==> config.mk <==
export PLATFORM = sky130hd
export DESIGN_NAME = viterbi_pmu
export DESIGN_NICKNAME = d
export VERILOG_FILES = /design/src/rtl/viterbi_pkg.sv /design/src/rtl/hamming_distance.sv /design/src/rtl/viterbi_acs.sv /design/src/rtl/viterbi_pmu.sv
export SDC_FILE = /design/constraint.sdc
export NUM_CORES = 1
export LEC_CHECK = 0
export BUFFER_PORTS_ARGS = -buffer_cell sky130_fd_sc_hd__buf_4
export CORE_MARGIN = 3
export CORE_UTILIZATION = 35
export DETAILED_ROUTE_END_ITERATION = 6
export HOLD_SLACK_MARGIN = 0.1
export SLEW_MARGIN = 20
export SYNTH_ARGS = -nofsm -noshare
export SYNTH_HDL_FRONTEND = slang
export SYNTH_SLANG_ARGS = --single-unit
export TNS_END_PERCENT = 10
==> constraint.sdc <==
create_clock -name i_clk -period 32.5 [get_ports i_clk]
set_clock_uncertainty 0.2 [all_clocks]
set_input_delay 8.125 -clock i_clk [delete_from_list [all_inputs] [get_ports i_clk]]
set_output_delay 8.125 -clock i_clk [all_outputs]
set_load 0.05 [all_outputs]
==> src/rtl/viterbi_pkg.sv <==
// Shared constants, types and trellis helpers for the K=3, rate-1/2 (7,5) Viterbi decoder.
package viterbi_pkg;
  localparam int K          = 3;
  localparam int NUM_STATES = 4;
  localparam logic [2:0] G0 = 3'b111;
  localparam logic [2:0] G1 = 3'b101;

  typedef logic [1:0] state_t;

  function automatic state_t next_state(input state_t p, input logic u);
    return {u, p[1]};
  endfunction

  // Generator taps apply to {u, p1, p0}
  function automatic logic [1:0] exp_word(input state_t p, input logic u);
    logic [2:0] r;
    r = {u, p};
    return {^(r & G0), ^(r & G1)};
  endfunction
endpackage

==> src/rtl/hamming_distance.sv <==
// 2-bit Hamming distance between a received symbol and a candidate code word.
module hamming_distance (
  input  logic [1:0] i_a,
  input  logic [1:0] i_b,
  output logic [1:0] o_dist
);
  logic [1:0] w_x;
  assign w_x    = i_a ^ i_b;
  assign o_dist = {1'b0, w_x[1]} + {1'b0, w_x[0]};
endmodule

==> src/rtl/viterbi_acs.sv <==
// Add-compare-select for one next state; ties resolve to the p0=0 predecessor.
module viterbi_acs #(
  parameter int PM_W = 6
) (
  input  logic [PM_W-1:0] i_pm0,
  input  logic [PM_W-1:0] i_pm1,
  input  logic [1:0]      i_bm0,
  input  logic [1:0]      i_bm1,
  output logic            o_sel,
  output logic [PM_W+1:0] o_sum
);
  logic [PM_W+1:0] w_c0, w_c1;
  assign w_c0  = {2'b00, i_pm0} + {{PM_W{1'b0}}, i_bm0};
  assign w_c1  = {2'b00, i_pm1} + {{PM_W{1'b0}}, i_bm1};
  assign o_sel = (w_c1 < w_c0);
  assign o_sum = o_sel ? w_c1 : w_c0;
endmodule

==> src/rtl/viterbi_pmu.sv <==
// Path metric unit: branch metrics, 4x ACS, normalisation and a one-deep output register
// with valid/ready flow control toward traceback.
module viterbi_pmu
  import viterbi_pkg::*;
#(
  parameter int PM_W    = 6,
  parameter int INIT_PM = 31
) (
  input  logic                   i_clk,
  input  logic                   i_rst,
  input  logic                   i_start,
  input  logic                   i_valid,
  input  logic [1:0]             i_data,
  output logic                   o_ready,
  output logic                   o_valid,
  input  logic                   i_ready,
  output logic [3:0]             o_decision,
  output logic [1:0]             o_best_state,
  output logic [4*PM_W-1:0]      o_pm
);
  localparam int SW = PM_W + 2;
  localparam logic [SW-1:0] PM_MAX = {2'b00, {PM_W{1'b1}}};
  localparam logic [NUM_STATES-1:0][PM_W-1:0] PM_INIT =
    {PM_W'(INIT_PM), PM_W'(INIT_PM), PM_W'(INIT_PM), PM_W'(0)};

  logic [NUM_STATES-1:0][PM_W-1:0] r_pm, r_opm, w_old, w_norm;
  logic [NUM_STATES-1:0][SW-1:0]   w_sum, w_sub;
  logic [NUM_STATES-1:0][1:0]      w_bm;
  logic [NUM_STATES-1:0]           w_dec;
  logic [SW-1:0]                   w_min;
  state_t                          w_best;
  logic                            w_ready, w_acc;
  logic                            r_valid;
  logic [NUM_STATES-1:0]           r_dec;
  state_t                          r_best;

  assign w_ready = i_ready || !r_valid;
  assign w_acc   = i_valid && w_ready;
  // A start beat decodes from the frame-start metrics rather than the registers
  assign w_old   = i_start ? PM_INIT : r_pm;

  genvar g;
  generate
    for (g = 0; g < NUM_STATES; g++) begin : g_bm
      hamming_distance u_hd (
        .i_a    (i_data),
        .i_b    (2'(g)),
        .o_dist (w_bm[g])
      );
    end

    for (g = 0; g < NUM_STATES; g++) begin : g_acs
      localparam state_t     NS = state_t'(g);
      localparam state_t     PA = {NS[0], 1'b0};
      localparam state_t     PB = {NS[0], 1'b1};
      localparam logic [1:0] EA = exp_word(PA, NS[1]);
      localparam logic [1:0] EB = exp_word(PB, NS[1]);
      viterbi_acs #(.PM_W(PM_W)) u_acs (
        .i_pm0 (w_old[PA]),
        .i_pm1 (w_old[PB]),
        .i_bm0 (w_bm[EA]),
        .i_bm1 (w_bm[EB]),
        .o_sel (w_dec[g]),
        .o_sum (w_sum[g])
      );
    end
  endgenerate

  // Strict compare keeps the lowest index among equal minima
  always_comb begin
    w_min  = w_sum[0];
    w_best = '0;
    for (int i = 1; i < NUM_STATES; i++) begin
      if (w_sum[i] < w_min) begin
        w_min  = w_sum[i];
        w_best = state_t'(i);
      end
    end
    for (int i = 0; i < NUM_STATES; i++) begin
      w_sub[i]  = w_sum[i] - w_min;
      w_norm[i] = (w_sub[i] > PM_MAX) ? {PM_W{1'b1}} : w_sub[i][PM_W-1:0];
    end
  end

  always_ff @(posedge i_clk) begin
    if (i_rst) begin
      r_valid <= 1'b0;
      r_dec   <= '0;
      r_best  <= '0;
      r_opm   <= '0;
      r_pm    <= PM_INIT;
    end else if (w_acc) begin
      r_valid <= 1'b1;
      r_dec   <= w_dec;
      r_best  <= w_best;
      r_opm   <= w_norm;
      r_pm    <= w_norm;
    end else if (i_ready) begin
      r_valid <= 1'b0;
    end
  end

  assign o_ready      = w_ready;
  assign o_valid      = r_valid;
  assign o_decision   = r_dec;
  assign o_best_state = r_best;
  assign o_pm         = r_opm;
endmodule

==> impl_metrics.yaml, run 1 <==
final_layout:
  final_util_pct: 40.0
  diodes: 0
  fin_nets: 907
  area_growth_pct: 9.76
  drive_above_1_share_pct: 9.57
  fillCellCount: 1707
synthesis:
  synthTopCellsByCount: "90 x ha_1, 73 x nor2_1, 69 x nand2_1, 63 x inv_1, 62 x o21ai_0"
  synth_most_common_cell: "ha_1"
  ys_types: 78
  synth_area_leader_cell: "ha_1"
  yosysWarningCount: 0
  synthCells: 792
  syn_area_mm2: 0.00590
  ys_top_cells_by_area: "ha_1 19%, dfxtp_1 16%, o21ai_0 5.3%"
  yosysTopAreaCellShare_pct: 19.1
  synth.ff_latch_count: 46
  syn_nets: 895
  synth_area_per_cell_um2: 7.45
  ys.flop_type: "dfxtp_1"
  synth_edf_count: 0
  ys_seq_area_share_pct: 15.6
  async_flop_share_pct: 0
timing:
  relSlewSlack_pct: 34.2
  hold_ws_ns: 0.259
  setup_viol: 0
  timing.final.hold_violations: 0
  post-route-period-util_pct: 61.5
  worst_slack_ns: 12.50
  rsz0062_at_grt: "false"
  tns_ns: 0
  layout_min_cycle_time_ns: 20.00
  slew_violations: 0
  worst_pin_slew_ns: 0.978
  clock.fmax_mhz: 50.0
drt:
  routed_wirelength_um: 18500
  viasPerCell: 5.76
  route.vias.total: 5878
  drc_errors: 0
  drtIter0Drc: 503
  detailedRoute.firstPassIterationCount: 5
  postRouteAntennaNets: 0
  wl_per_cell_um: 18.1
global_route:
  track_usage_pct: 20.0
  grt.overflow.total: 0
  antenna_found_initial: 0
  grt_pass1_vias: 5252
  grt_max_degree: 47
  grt_pass1_wl_um: 29100
outcome:
  status: "complete, no violations"
critical_path:
  slowest_stage: "a31oi_1"
  path_buf_inv: 5
  cp-end-kind: "flip-flop"
  path_class: "in2reg"
  startpoint_type: "input pin"
  cpPeakStageDelay_ns: 0.84
  arrival_ns: 19.95
  critPathMaxFanout: 44
  crit_required_ns: 32.46
  cp_top_family: "compound AO/OA/AOI/OAI gates"
clock_tree:
  cts_resized: 0
  cts-buffers-inserted: 5
  cts-root-buf: "clkbuf_16"
  cts_max_level: 2
  post_cts_buffers: 0
  cts_tree: "done"
  cts_hold_buf: 0
  clock_path_buffers: 2
  cts.sinks: 46
  clk_latency_ns: 0.30
  clk_pin_slew_ns: 0.06
die:
  rows: 46
  start_util_pct: 36.5
  die_area_mm2: 0.0184
  ioPinCount: 39
  core_area_mm2: 0.0162
  die_h_um: 136
  die_w_um: 136
place:
  place.gp.congestion: 0.903
  dpl.hpwl_um: 15000
  io_buffers: 38
  preCtsSetupSlack_ns: 12.23
min_path:
  min_path_type: "reg2reg"
job:
  cap_viol_max_count: 0
## worst reg2reg max path: cells and delay by family, from the launching register on
family | cells | cell delay [ns]
fa+ha+maj | 6 | 1.75
flops | 1 | 0.32
mux | 3 | 1.25
compound gates | 23 | 5.75
buf+inv | 4 | 0.59
simple gates | 8 | 2.20
## final timing paths
kind | start | to | slack [ns] | cells past startpoint
max reg2reg | r_pm[18] | r_pm[11] | 20.31 | 44
max | i_start | r_pm[11] | 12.50 | 45
min | o_decision[0] | o_decision[0] | 0.26 | 2
min reg2reg | o_decision[0] | o_decision[0] | 0.26 | 2
## final cells by class
type | instances | area [um^2] | share of cell area [%]
multi-input cells | 644 | 4550 | 70.3
well taps | 216 | 270 | 4.18
repair buffers | 43 | 323 | 4.99
clock buffers | 5 | 125 | 1.93
inverters | 64 | 240 | 3.71
flip-flops and latches | 46 | 921 | 14.2
clock inverters | 3 | 43.8 | 0.677
## cell families after synthesis
kind of cell	after synthesis	share of synthesized area [%]
buf+inv	102	7.24
fa+ha+maj	98	21.5
compound gates	254	28.3
flops	46	15.6
xor+xnor	33	4.90
simple gates	244	19.9
mux	15	2.61
## per-stage QoR
| stage | instances | area (um^2) |
|---|---|---|
| global placement | 1013 | 6300 |
| floorplan | 792 | 5900 |
| finish | 1021 | 6470 |
| CTS | 1021 | 6470 |
| detailed placement | 1013 | 6300 |
| global route | 1021 | 6470 |
## per-layer routing
metal / vias up / global-route usage (%) / routed length [um]
li1: 2901 / - / -
met2: 186 / 31.2 / 8220
met3: 29 / 1.19 / 803
met4: 0 / 5.38 / 416
met5: - / 0 / 0
met1: 2762 / 29.8 / 9050
## cell usage in the layout, fill, tap and decap left out, types with 23 or more instances in the layout
cell type,instances
ha_1,90
nor2_1,73
nand2_1,69
inv_1,63
o21ai_0,62
a21oi_1,55
dfxtp_1,46
buf_4,43
a31oi_1,31
xnor2_1,23
## state kept, by name (all words and copies together), names as in the netlist
name	cells
o_pm	21
r_pm	18
o_decision	4
o_best_state	2
o_valid	1
Power of run 1 is left out: the tool's default activity adds up to more than one toggle a clock period on the data nets, which glitch-free logic cannot reach.
==> run 2: changes to the inputs <==
--- a/config.mk
+++ b/config.mk
@@ -5,6 +5,7 @@
 export SDC_FILE = /design/constraint.sdc
 export NUM_CORES = 1
 export LEC_CHECK = 0
+export ABC_AREA = 1
 export BUFFER_PORTS_ARGS = -buffer_cell sky130_fd_sc_hd__buf_4
 export CORE_MARGIN = 3
 export CORE_UTILIZATION = 35
==> constraint.sdc (replaced) <==
create_clock -name i_clk -period 19.6 [get_ports i_clk]
set_clock_uncertainty 0.2 [all_clocks]
set_input_delay 4.9 -clock i_clk [delete_from_list [all_inputs] [get_ports i_clk]]
set_output_delay 4.9 -clock i_clk [all_outputs]
set_load 0.05 [all_outputs]
==> impl_metrics.yaml, run 2 <==
outcome:
  status: "complete, no violations"
critical_path:
  path_class: "in2reg"
  ff2ff_path_depth: 41
  cp_common_cell: "ha_1"
  path_buf_inv: 7
  rrSetupSlack_ns: 10.43
  crit_required_ns: 19.58
  startpoint_type: "input pin"
  slowest_stage: "o21ai_0"
  reg2reg_from: "r_pm[19]"
  cp-end-kind: "flip-flop"
  cp_num_cells: 43
  endpoint: "o_pm[16]"
  critPathMaxFanout: 15
  critical_path.startpoint: "i_data[1]"
  arrival_ns: 13.64
  r2r-end: "o_pm[16]"
  cpPeakStageDelay_ns: 0.63
  cp_top_family: "compound AO/OA/AOI/OAI gates"
clock_tree:
  clock_path_buffers: 2
  cts_resized: 0
  cts.sinks: 46
  cts-buffers-inserted: 5
  cts-root-buf: "clkbuf_16"
  cts_tree: "done"
  clk_pin_slew_ns: 0.07
  post_cts_buffers: 0
  cts_hold_buf: 0
  cts_max_level: 2
  clk_latency_ns: 0.31
timing:
  slew_violations: 0
  worst_pin_slew_ns: 0.895
  clock.fmax_mhz: 73.2
  tns_ns: 0
  rsz0062_at_grt: "false"
  setup_viol: 0
  relSlewSlack_pct: 39.7
  post-route-period-util_pct: 69.7
  layout_min_cycle_time_ns: 13.66
  timing.final.hold_violations: 0
drt:
  drc_errors: 0
  route.vias.total: 5400
  viasPerCell: 4.90
  drtIter0Drc: 363
  wl_per_cell_um: 14.5
  routed_wirelength_um: 15900
  detailedRoute.firstPassIterationCount: 5
  postRouteAntennaNets: 0
final_layout:
  largest_register_ffs: 21
  area_growth_pct: 10.3
  fin_nets: 987
  final_cell_mix: "200 x nand2_1, 124 x inv_1, 90 x ha_1"
  drive_above_1_share_pct: 12.0
  diodes: 0
  mostFrequentLayoutCell: "nand2_1"
global_route:
  top_usage_layer: "met1"
  use_met1_pct: 27.6
  gr-usage-met3_pct: 2.74
  grt.overflow.total: 0
  grt_max_degree: 40
  grt_use_met2_pct: 27.4
  track_usage_pct: 18.1
  antenna_found_initial: 0
  grt_pass1_wl_um: 26000
  grt_pass1_vias: 4900
synthesis:
  yosysTopAreaCellShare_pct: 19.7
  ys_top_cells_by_area: "ha_1 20%, dfxtp_1 16%, nand2_1 13%"
  synthCells: 863
  syn_area_mm2: 0.00573
  syn_nets: 966
  yosys.area_share.adder_pct: 21.8
  synthTopCellsByCount: "200 x nand2_1, 124 x inv_1, 90 x ha_1, 70 x a21oi_1, 54 x nor2_1"
  yosys.area_share.xor_xnor_pct: 6.27
  ys.flop_type: "dfxtp_1"
  ys_types: 37
  synth_area_per_cell_um2: 6.64
  synth.ff_latch_count: 46
  yosysWarningCount: 0
  muxShareOfSynthArea_pct: 0
  synth_top_family_by_area: "simple AND/OR/NAND/NOR gates"
  synth_edf_count: 0
  synth_most_common_cell: "nand2_1"
  synth_area_leader_cell: "ha_1"
  async_flop_share_pct: 0
  synth_compound_area_share_pct: 14.6
  ys_seq_area_share_pct: 16.1
  yosys.area_share.simple_pct: 30.6
die:
  die_w_um: 134
  rows: 46
  die_area_mm2: 0.0179
  ioPinCount: 39
  start_util_pct: 35.9
  die_h_um: 134
  core_area_mm2: 0.0159
place:
  dpl.hpwl_um: 13100
  io_buffers: 38
  place.gp.congestion: 0.904
job:
  cap_viol_max_count: 0
min_path:
  min_path_type: "reg2reg"
[run 2: cell count changes after synthesis, sizes merged, moves of 18 or more]
| cell | before | now |
|---|---|---|
| a21oi | 56 | 75 |
| a31oi | 31 | 0 |
| inv | 64 | 128 |
| nand2 | 69 | 222 |
| nand3 | 18 | 50 |
| nand4 | 2 | 22 |
| nor2 | 73 | 55 |
| xor2 | 10 | 35 |
[run 2: per-layer routing]
metal	routed length, um	vias to the layer above
met4	96	0
met1	8060	2419
li1	-	2843
met2	6780	133
met3	994	5
met5	0	-
[run 2: worst reg2reg max path, delay by kind of cell, from the launching register on]
kind	cells	cell delay [ns]
adder cells (fa/ha/maj)	6	1.92
XOR/XNOR	2	0.41
buffers and inverters	5	0.60
AO/OA/AOI/OAI	10	2.77
AND/OR/NAND/NOR	18	2.72
flip-flops	1	0.38
[run 2: worst min path at each step]
stage                     to  slack (ns)     start  cells past startpoint
CTS                  o_pm[7]        0.27   o_pm[7]                      2
detailed placement  o_pm[20]        0.26  o_pm[20]                      2
global route         o_pm[7]        0.30   o_pm[7]                      2
floorplan           r_pm[18]        0.23  r_pm[18]                      2
finish              o_pm[10]        0.27  o_pm[10]                      2
global placement    o_pm[22]        0.26  o_pm[22]                      2
[run 2: cells by family after synthesis]
group | count (synthesis)
AO/OA/AOI/OAI | 152
adder cells (fa/ha/maj) | 96
flip-flops | 46
XOR/XNOR | 41
AND/OR/NAND/NOR | 374
buffers and inverters | 154
[run 2: cell type report]
cell class              count  area [um^2]
clock buffers               5          125
clock inverters             3         27.5
fillers                  1739         9620
inverters                 128          480
multi-input cells         663         4190
flip-flops and latches     46          921
well taps                 216          270
repair buffers             40          300
[run 2: stage by stage]
step	std cells	cell area [um^2]	hold slack [ns]	util, %	setup WS [ns]
after detailed placement	1093	6170	0.260	38.7	5.78
after global placement	1093	6170	0.261	38.7	5.92
after CTS	1101	6320	0.273	39.6	6.04
after floorplan	863	5730	0.233	-	6.62
after global routing	1101	6320	0.300	39.6	5.22
final	1101	6320	0.268	39.6	5.94
Power of run 2 is left out for the same reason.
